### src/rtl/sub_serial.sv
`default_nettype none
// ============================================================================
// Module   : sub_serial
// Purpose  : Bit-serial two's-complement subtractor, D = A - B, LSB first,
//            one bit per clock, valid/ready handshakes on input and output.
//            d[WIDTH] carries the borrow-out, d[WIDTH-1:0] the modular
//            difference.
// Options  : SUB_SERIAL_SAT_EN - when defined, a final borrow forces the
//            WIDTH-bit difference to zero (unsigned saturation); the borrow
//            bit is still reported and latency is unchanged.
// Revision : 1.0 - initial release
// ============================================================================
module sub_serial #(
    parameter int WIDTH = 8
) (
    input  logic             clk,
    input  logic             rst,
    input  logic             in_valid,
    output logic             in_ready,
    input  logic [WIDTH-1:0] a,
    input  logic [WIDTH-1:0] b,
    output logic             out_valid,
    input  logic             out_ready,
    output logic [WIDTH:0]   d
);

    // Counter only has to reach WIDTH-1; WIDTH >= 2 keeps CNT_W >= 1.
    localparam int             CNT_W  = $clog2(WIDTH);
    localparam logic [CNT_W-1:0] C_LAST = CNT_W'(WIDTH - 1);
    localparam logic [CNT_W-1:0] C_ONE  = CNT_W'(1);

    typedef enum logic [1:0] {
        ST_IDLE = 2'd0,
        ST_RUN  = 2'd1,
        ST_DONE = 2'd2
    } state_t;

    state_t           state_q,     state_d;
    // The minuend register doubles as the result register: each cycle its
    // LSB is consumed and the new difference bit enters at the MSB, so after
    // WIDTH shifts it holds the complete difference.
    logic [WIDTH-1:0] ad_sh_q,     ad_sh_d;
    logic [WIDTH-1:0] b_sh_q,      b_sh_d;
    logic [CNT_W-1:0] cnt_q,       cnt_d;
    logic             br_q,        br_d;
    logic [WIDTH:0]   d_q,         d_d;
    logic             out_valid_q, out_valid_d;
    logic             in_ready_q,  in_ready_d;

    logic             w_ai;
    logic             w_bi;
    logic             w_di;
    logic             w_br_next;
    logic [WIDTH-1:0] w_res_shift;
    logic [WIDTH-1:0] w_res_final;

    // One full-subtractor bit slice operating on the current operand LSBs.
    always_comb begin
        w_ai        = ad_sh_q[0];
        w_bi        = b_sh_q[0];
        w_di        = w_ai ^ w_bi ^ br_q;
        w_br_next   = (~w_ai & w_bi) | (~(w_ai ^ w_bi) & br_q);
        w_res_shift = {w_di, ad_sh_q[WIDTH-1:1]};
    end

`ifdef SUB_SERIAL_SAT_EN
    // Unsigned saturation: an underflowing difference clamps to zero.
    assign w_res_final = w_br_next ? '0 : w_res_shift;
`else
    assign w_res_final = w_res_shift;
`endif

    // Next-state and next-output computation for the IDLE/RUN/DONE sequence.
    always_comb begin
        state_d     = state_q;
        ad_sh_d     = ad_sh_q;
        b_sh_d      = b_sh_q;
        cnt_d       = cnt_q;
        br_d        = br_q;
        d_d         = d_q;
        out_valid_d = out_valid_q;
        in_ready_d  = in_ready_q;
        case (state_q)
            ST_IDLE: begin
                if (in_valid && in_ready_q) begin
                    ad_sh_d    = a;
                    b_sh_d     = b;
                    br_d       = 1'b0;
                    cnt_d      = '0;
                    in_ready_d = 1'b0;
                    state_d    = ST_RUN;
                end
            end
            ST_RUN: begin
                ad_sh_d = w_res_shift;
                b_sh_d  = {1'b0, b_sh_q[WIDTH-1:1]};
                br_d    = w_br_next;
                cnt_d   = cnt_q + C_ONE;
                if (cnt_q == C_LAST) begin
                    cnt_d       = '0;
                    d_d         = {w_br_next, w_res_final};
                    out_valid_d = 1'b1;
                    state_d     = ST_DONE;
                end
            end
            ST_DONE: begin
                // Returning to IDLE first guarantees no accept on the
                // output-handshake edge.
                if (out_ready) begin
                    out_valid_d = 1'b0;
                    in_ready_d  = 1'b1;
                    state_d     = ST_IDLE;
                end
            end
            default: begin
                out_valid_d = 1'b0;
                in_ready_d  = 1'b1;
                state_d     = ST_IDLE;
            end
        endcase
    end

    // State and registered outputs; reset aborts any operation in flight.
    always_ff @(posedge clk or posedge rst) begin
        if (rst) begin
            state_q     <= ST_IDLE;
            ad_sh_q     <= '0;
            b_sh_q      <= '0;
            cnt_q       <= '0;
            br_q        <= 1'b0;
            d_q         <= '0;
            out_valid_q <= 1'b0;
            in_ready_q  <= 1'b1;
        end else begin
            state_q     <= state_d;
            ad_sh_q     <= ad_sh_d;
            b_sh_q      <= b_sh_d;
            cnt_q       <= cnt_d;
            br_q        <= br_d;
            d_q         <= d_d;
            out_valid_q <= out_valid_d;
            in_ready_q  <= in_ready_d;
        end
    end

    assign in_ready  = in_ready_q;
    assign out_valid = out_valid_q;
    assign d         = d_q;

endmodule
`default_nettype wire
### config.mk
export PLATFORM = sky130hd
export DESIGN_NAME = sub_serial
export DESIGN_NICKNAME = d
export VERILOG_FILES = /design/src/rtl/sub_serial.sv
export SDC_FILE = /design/constraint.sdc
export NUM_CORES = 1
export LEC_CHECK = 0
export ABC_AREA = 1
export CAP_MARGIN = 5
export CORE_UTILIZATION = 35
export DETAILED_ROUTE_END_ITERATION = 10
export SYNTH_ARGS = -nofsm -noshare
export SYNTH_HDL_FRONTEND = slang
export SYNTH_SLANG_ARGS = --single-unit
export TNS_END_PERCENT = 30
### constraint.sdc
create_clock -name clk -period 1.22 [get_ports clk]
set_input_delay 0.244 -clock clk [delete_from_list [all_inputs] [get_ports clk]]
set_output_delay 0.244 -clock clk [all_outputs]
set_load 0.005 [all_outputs]
=== Word-level counts from Yosys, hierarchy flattened ===
Cells that the tools add are included.

* Register bits after elaboration: 33
* Input port bits: 20
* Output and inout port bits: 11
* Word-level logic and storage cells: 50

* Reductions and logical operators: 8
* Add/subtract/negate cells: 1
* Bitwise operators: 9
* Muxes and demuxes: 18
* Eq/ne operators: 6

{| class="wikitable"
|+ Operator list
! operator !! count
|-
| one-hot mux 8 bit (2 select lines) || 2
|-
| two-way mux 8 bit || 2
|-
| AND reduction 3 bit || 3
|-
| two-way mux 2 bit || 3
|-
| two-way mux 3 bit || 2
|-
| inequality test 2 bit (second input constant) || 3
|-
| one-hot mux 1 bit (3 select lines) || 2
|-
| one-hot mux 2 bit (3 select lines) || 1
|-
| one-hot mux 3 bit (2 select lines) || 1
|-
| two-way mux 1 bit || 4
|-
| NOT 1 bit || 4
|-
| AND reduction 2 bit || 2
|-
| adder 3 x 1 -> 3 bit (second input constant) || 1
|-
| equality test 3 bit (second input constant) || 1
|-
| AND 1 bit || 2
|-
| equality test 2 x 1 -> 1 bit (second input constant) || 1
|-
| equality test 2 bit (second input constant) || 1
|-
| logical NOT 2 bit || 1
|-
| one-hot mux 1 bit (2 select lines) || 1
|-
| nonzero test 2 bit || 1
|-
| XOR 1 bit || 2
|-
| logical AND 1 bit || 1
|-
| bitwise OR 1 bit || 1
|}

=== Longest topological paths before layout ===
* Depth after elaboration: 5
* Gate-level depth with buffers: 7
* Mapped depth without buffers: 6

=== Worst setup path before layout ===
OpenSTA, ideal clock, no wires.

* Path type: reg2reg
* Start: register cnt_q[0]
* End: register cnt_q[0]
* Path slack: 0.007 ns
* Arrival time: 1.149 ns
* Clock period less this slack: 1.213 ns
* Setup time: 0.065 ns
* Data required time: 1.155 ns
* Cell stages (with the launch flop): 7
* Buffers on the path: 1
* Cell sequence: dfrtp_1 ha_1 ha_1 clkbuf_1 nor2_1 nand2_1 nand2_1

* Cells in the longest elaborated chain, start to end: 3
* Elaborated cells between the ends (all ways): 4
* Classes of those cells: add/sub (1); eq/ne (1); mux (2)

{| class="wikitable"
|+ Ends and longest elaborated chain
! element !! line !! text
|-
| start, declared || 44 || <nowiki>logic [CNT_W-1:0] cnt_q, cnt_d;</nowiki>
|-
| start signal, assigned || 138 || <nowiki>cnt_q <= cnt_d;</nowiki>
|-
| adder 3 x 1 -> 3 bit / equality test 3 bit (equally long branches) || 98, 99 ||
|-
| two-way mux 3 bit * || 99 || <nowiki>if (cnt_q == C_LAST) begin</nowiki>
|-
| one-hot mux 3 bit (2 select lines) * || 83 || <nowiki>case (state_q)</nowiki>
|}

Mark *: on every way between the ends. The rest lies on a longest branch, timed or not.
A chain may end at the register's enable or synchronous reset.

=== Worst setup path in the final report ===
* Start: register in_ready_q, in the netlist in_ready
* End: register ad_sh_q[2]

* Cells in the longest elaborated chain, start to end: 3

{| class="wikitable"
|+ Ends and longest elaborated chain
! element !! line !! text
|-
| start, declared || 48 || <nowiki>logic in_ready_q, in_ready_d;</nowiki>
|-
| start signal, assigned || 142 || <nowiki>in_ready_q <= in_ready_d;</nowiki>
|-
| logical AND 1 bit || 85 || <nowiki>if (in_valid && in_ready_q) begin</nowiki>
|-
| inequality test 2 bit (no source line) || n/a ||
|-
| AND reduction 2 bit (no source line) || n/a ||
|-
| end signal, assigned || 136 || <nowiki>ad_sh_q <= ad_sh_d;</nowiki>
|-
| end, declared || 42 || <nowiki>logic [WIDTH-1:0] ad_sh_q, ad_sh_d;</nowiki>
|}

Every way passes these cells.

==> flow_summary.yaml <==
flow_run:
  drv_cap: 0
pwr:
  p_comb_share_pct: 48.5
  power.static_leakage_nw: 1.25
  clockPowerShare_pct: 18.6
  p_sw_mw: 2.10
  vdd.ir_drop.worst_uv: 1470
  power_density_nw_per_um2: 2530
  netSwitchingFraction_pct: 37.0
  internal_power_mw: 3.58
  share_of_power_burned_in_registers_pct: 32.9
timing:
  report.final.slew_viol_count: 0
  slew_headroom_pct: 82.6
  hold_violations: 0
  skew_ns: 0.00633
  final.period_utilization_pct: 108
  achievable-frequency_mhz: 759
  whs_ns: 0.305
  fin_crit_ns: 1.32
  final.setup.worst_slack_ns: -0.0968
  timing_worst_slew_pin_value_ns: 0.261
  setup_viol: 20
  grt_setup_unrepaired: "yes"
  final.setup.tns_ns: -1.49
yosys:
  synth_largest_type_area_fraction_pct: 52.1
  syn_area_sq_um: 1540
  synthCells: 199
  yosys_warnings: 0
  synth_top_cell_by_area: "sky130_fd_sc_hd__dfrtp_1"
  avgSynthCellArea_sq_um: 7.73
  postSynthNetCount: 222
  seq_area_frac_synth_pct: 53.8
  postSynthRegisterBits: 33
  synth.distinct_cells: 18
  netlist_top_cells_area: "sky130_fd_sc_hd__dfrtp_1 52%, sky130_fd_sc_hd__nand2_1 31%, sky130_fd_sc_hd__nand3_1 3.9%, sky130_fd_sc_hd__dfstp_2 1.7%, sky130_fd_sc_hd__buf_2 1.6%"
critical_path:
  timing.critical_path.arrival_ns: 1.54
  cpPeakStageDelay_ns: 0.54
  required_ns: 1.44
  cp-end-kind: "flip-flop"
  critPathKind: "reg -> reg"
  setup.worst_path.start_class: "flip-flop"
  critical-path-slowest-cell: "sky130_fd_sc_hd__dfstp_2"
  critical_path_peak_fanout: 4
  critical_path.cell_chain: "buf_6 > nand2_4 > buf_6 > o21ai_4 > buf_4 > nand2_1 > nand2_1"
drt:
  drt.antenna.violating_nets: 0
  detailedRoute.firstIterationViolations: 60
  drt_first_pass_iters: 4
  avgViaCountPerCell: 4.48
  routedWlPerCell_um: 11.0
  post-route-drc-count: 0
  sum_of_routed_wire_length_over_all_layers_um: 3370
  dr_total_vias: 1371
clocking:
  max_clock_buf_depth: 2
  clk_transition_reported_paths_ns: 0.07
  clock_tree.root_cell: "sky130_fd_sc_hd__clkbuf_8"
  clock_insertion_delay_worst_skew_ns: 0.28
  tritoncts.num_buffers: 5
  cts.hold.buffers_added: 0
  ctsHtreeMaxLevel: 2
  clock_tree_from_tritoncts: "yes"
  clock-sinks: 33
placement:
  dpl.hpwl_um: 2290
  finalWeightedCongestion: 0.749
  io_buffers: 30
  dp_slack_ns: -0.203
layout:
  layout-drive-gt1-share_pct: 20.3
  antenna-diode-count: 0
  finish.net_count: 278
  n_fill_cell: 416
  syn2layout_area_growth_pct: 46.1
  layout.core_utilization_pct: 54.6
  most_used_cells_in_the_layout_excluding_fill_and_tap_cells: "119 x sky130_fd_sc_hd__nand2_1, 32 x sky130_fd_sc_hd__dfrtp_1, 20 x sky130_fd_sc_hd__buf_4"
  mostFrequentLayoutCell: "sky130_fd_sc_hd__nand2_1"
global_route:
  globalRouteOverflowTotal: 0
  global_route_wire_length_before_repair_um: 5690
  groute.usage.overall_pct: 16.7
  grt_max_degree: 34
  antenna_found_initial: 0
  grt_pass1_vias: 1324
die:
  total_die_area_sq_um: 4660
  die_y_um: 68.3
  placeableCoreArea_sq_um: 4120
  number_of_standard_cell_rows_in_the_floorplan: 23
  initial_utilization_pct: 37.4
  io-pin-count: 31
  die_x_um: 68.3
run_status:
  failed_checks: "setup timing"
  outcome: "complete, but fails checks"
hold_path:
  hp-class: "in -> async"
-- synthesized netlist by cell type --
master	count
sky130_fd_sc_hd__nand2_1	127
sky130_fd_sc_hd__dfrtp_1	32
sky130_fd_sc_hd__nand3_1	12
sky130_fd_sc_hd__buf_2	5
sky130_fd_sc_hd__inv_1	5
sky130_fd_sc_hd__nor2_1	4
sky130_fd_sc_hd__buf_4	2
sky130_fd_sc_hd__ha_1	2
sky130_fd_sc_hd__a21oi_1	1
sky130_fd_sc_hd__clkbuf_1	1
sky130_fd_sc_hd__dfstp_2	1
sky130_fd_sc_hd__fa_1	1
sky130_fd_sc_hd__inv_2	1
sky130_fd_sc_hd__nand2_2	1
sky130_fd_sc_hd__nor2_4	1
sky130_fd_sc_hd__o21ai_0	1
sky130_fd_sc_hd__o21ai_2	1
sky130_fd_sc_hd__o21bai_2	1
-- worst paths after layout --
kind	end	cells after the start	slack, ns	from
min	d[3]	3	0.31	rst
max reg2reg	ad_sh_q[2]	7	-0.1	in_ready
max in group asynchronous	in_ready	3	0.68	rst
min reg2reg	d[5]	2	0.47	d[5]
max	ad_sh_q[2]	7	-0.1	in_ready
min in group clk	d[5]	2	0.47	d[5]
-- logic make-up (layout without fill, tap and decap cells) --
logic type,count (synthesis),after routing,synth area share (%)
AO/OA/AOI/OAI,4,4,1.95
adder cells (fa/ha/maj),3,3,2.93
buffers and inverters,14,71,4.31
flip-flops,33,33,53.8
AND/OR/NAND/NOR,145,145,37.0
-- routing by layer --
| layer | part of all wire [%] | track usage (%) | up-vias |
|---|---|---|---|
| li1 | - | - | 717 |
| met1 | 50 | 22.8 | 619 |
| met2 | 44 | 25.4 | 29 |
| met3 | 4.2 | 4.17 | 6 |
| met4 | 1.5 | 6.25 | 0 |
| met5 | 0 | 0 | - |
-- metrics by stage --
step           total power [mW]  area (sq um)  cells
2_1_floorplan              3.34          1540    199
3_3_place_gp               4.42          2040    292
3_5_place_dp               4.45          2040    292
4_1_cts                    5.55          2190    304
5_1_grt                    6.19          2250    306
6_report                   5.68          2250    306
-- sequential cells by signal (all words and copies together), names as in the netlist --
register,flops
b_sh_q,8
cnt_q,3
state_q,2
br_q,1
in_ready,1
ad_sh_q,8
d,9
out_valid,1
-- what timing repair did --
item,4_1_cts,5_1_grt
gates resized for setup,14,17
setup buffers,4,1
endpoints found under the setup margin,38,34
pin swaps,0,7
cloned,0,1
-- worst max-delay path, delay by kind of cell, from the launching register on --
family / cells / cell delay (ns)
DFF: 1 / 0.54
buffers and inverters: 3 / 0.39
and+or+nand+nor: 3 / 0.14
AOI/OAI and AO/OA: 1 / 0.19
-- final cells by class --
type | instances | area, sq um | area share (%)
Sequential cell | 33 | 827 | 36.8
Clock buffer | 7 | 86.3 | 3.84
Inverter | 6 | 22.5 | 1.00
Timing Repair Buffer | 57 | 533 | 23.7
Clock inverter | 1 | 30.0 | 1.34
Multi-Input combinational cell | 152 | 684 | 30.5
Tap cell | 50 | 62.6 | 2.79
-- power by group through the flow --
stage          clock [mW]  sequential, mW  combinational, mW
2_1_floorplan           0            1.86               1.48
3_3_place_gp            0            1.88               2.53
3_5_place_dp            0            1.88               2.56
4_1_cts              1.09            1.86               2.60
5_1_grt              1.12            1.93               3.14
6_report             1.06            1.87               2.75
Power figures use the tool's default switching activity.
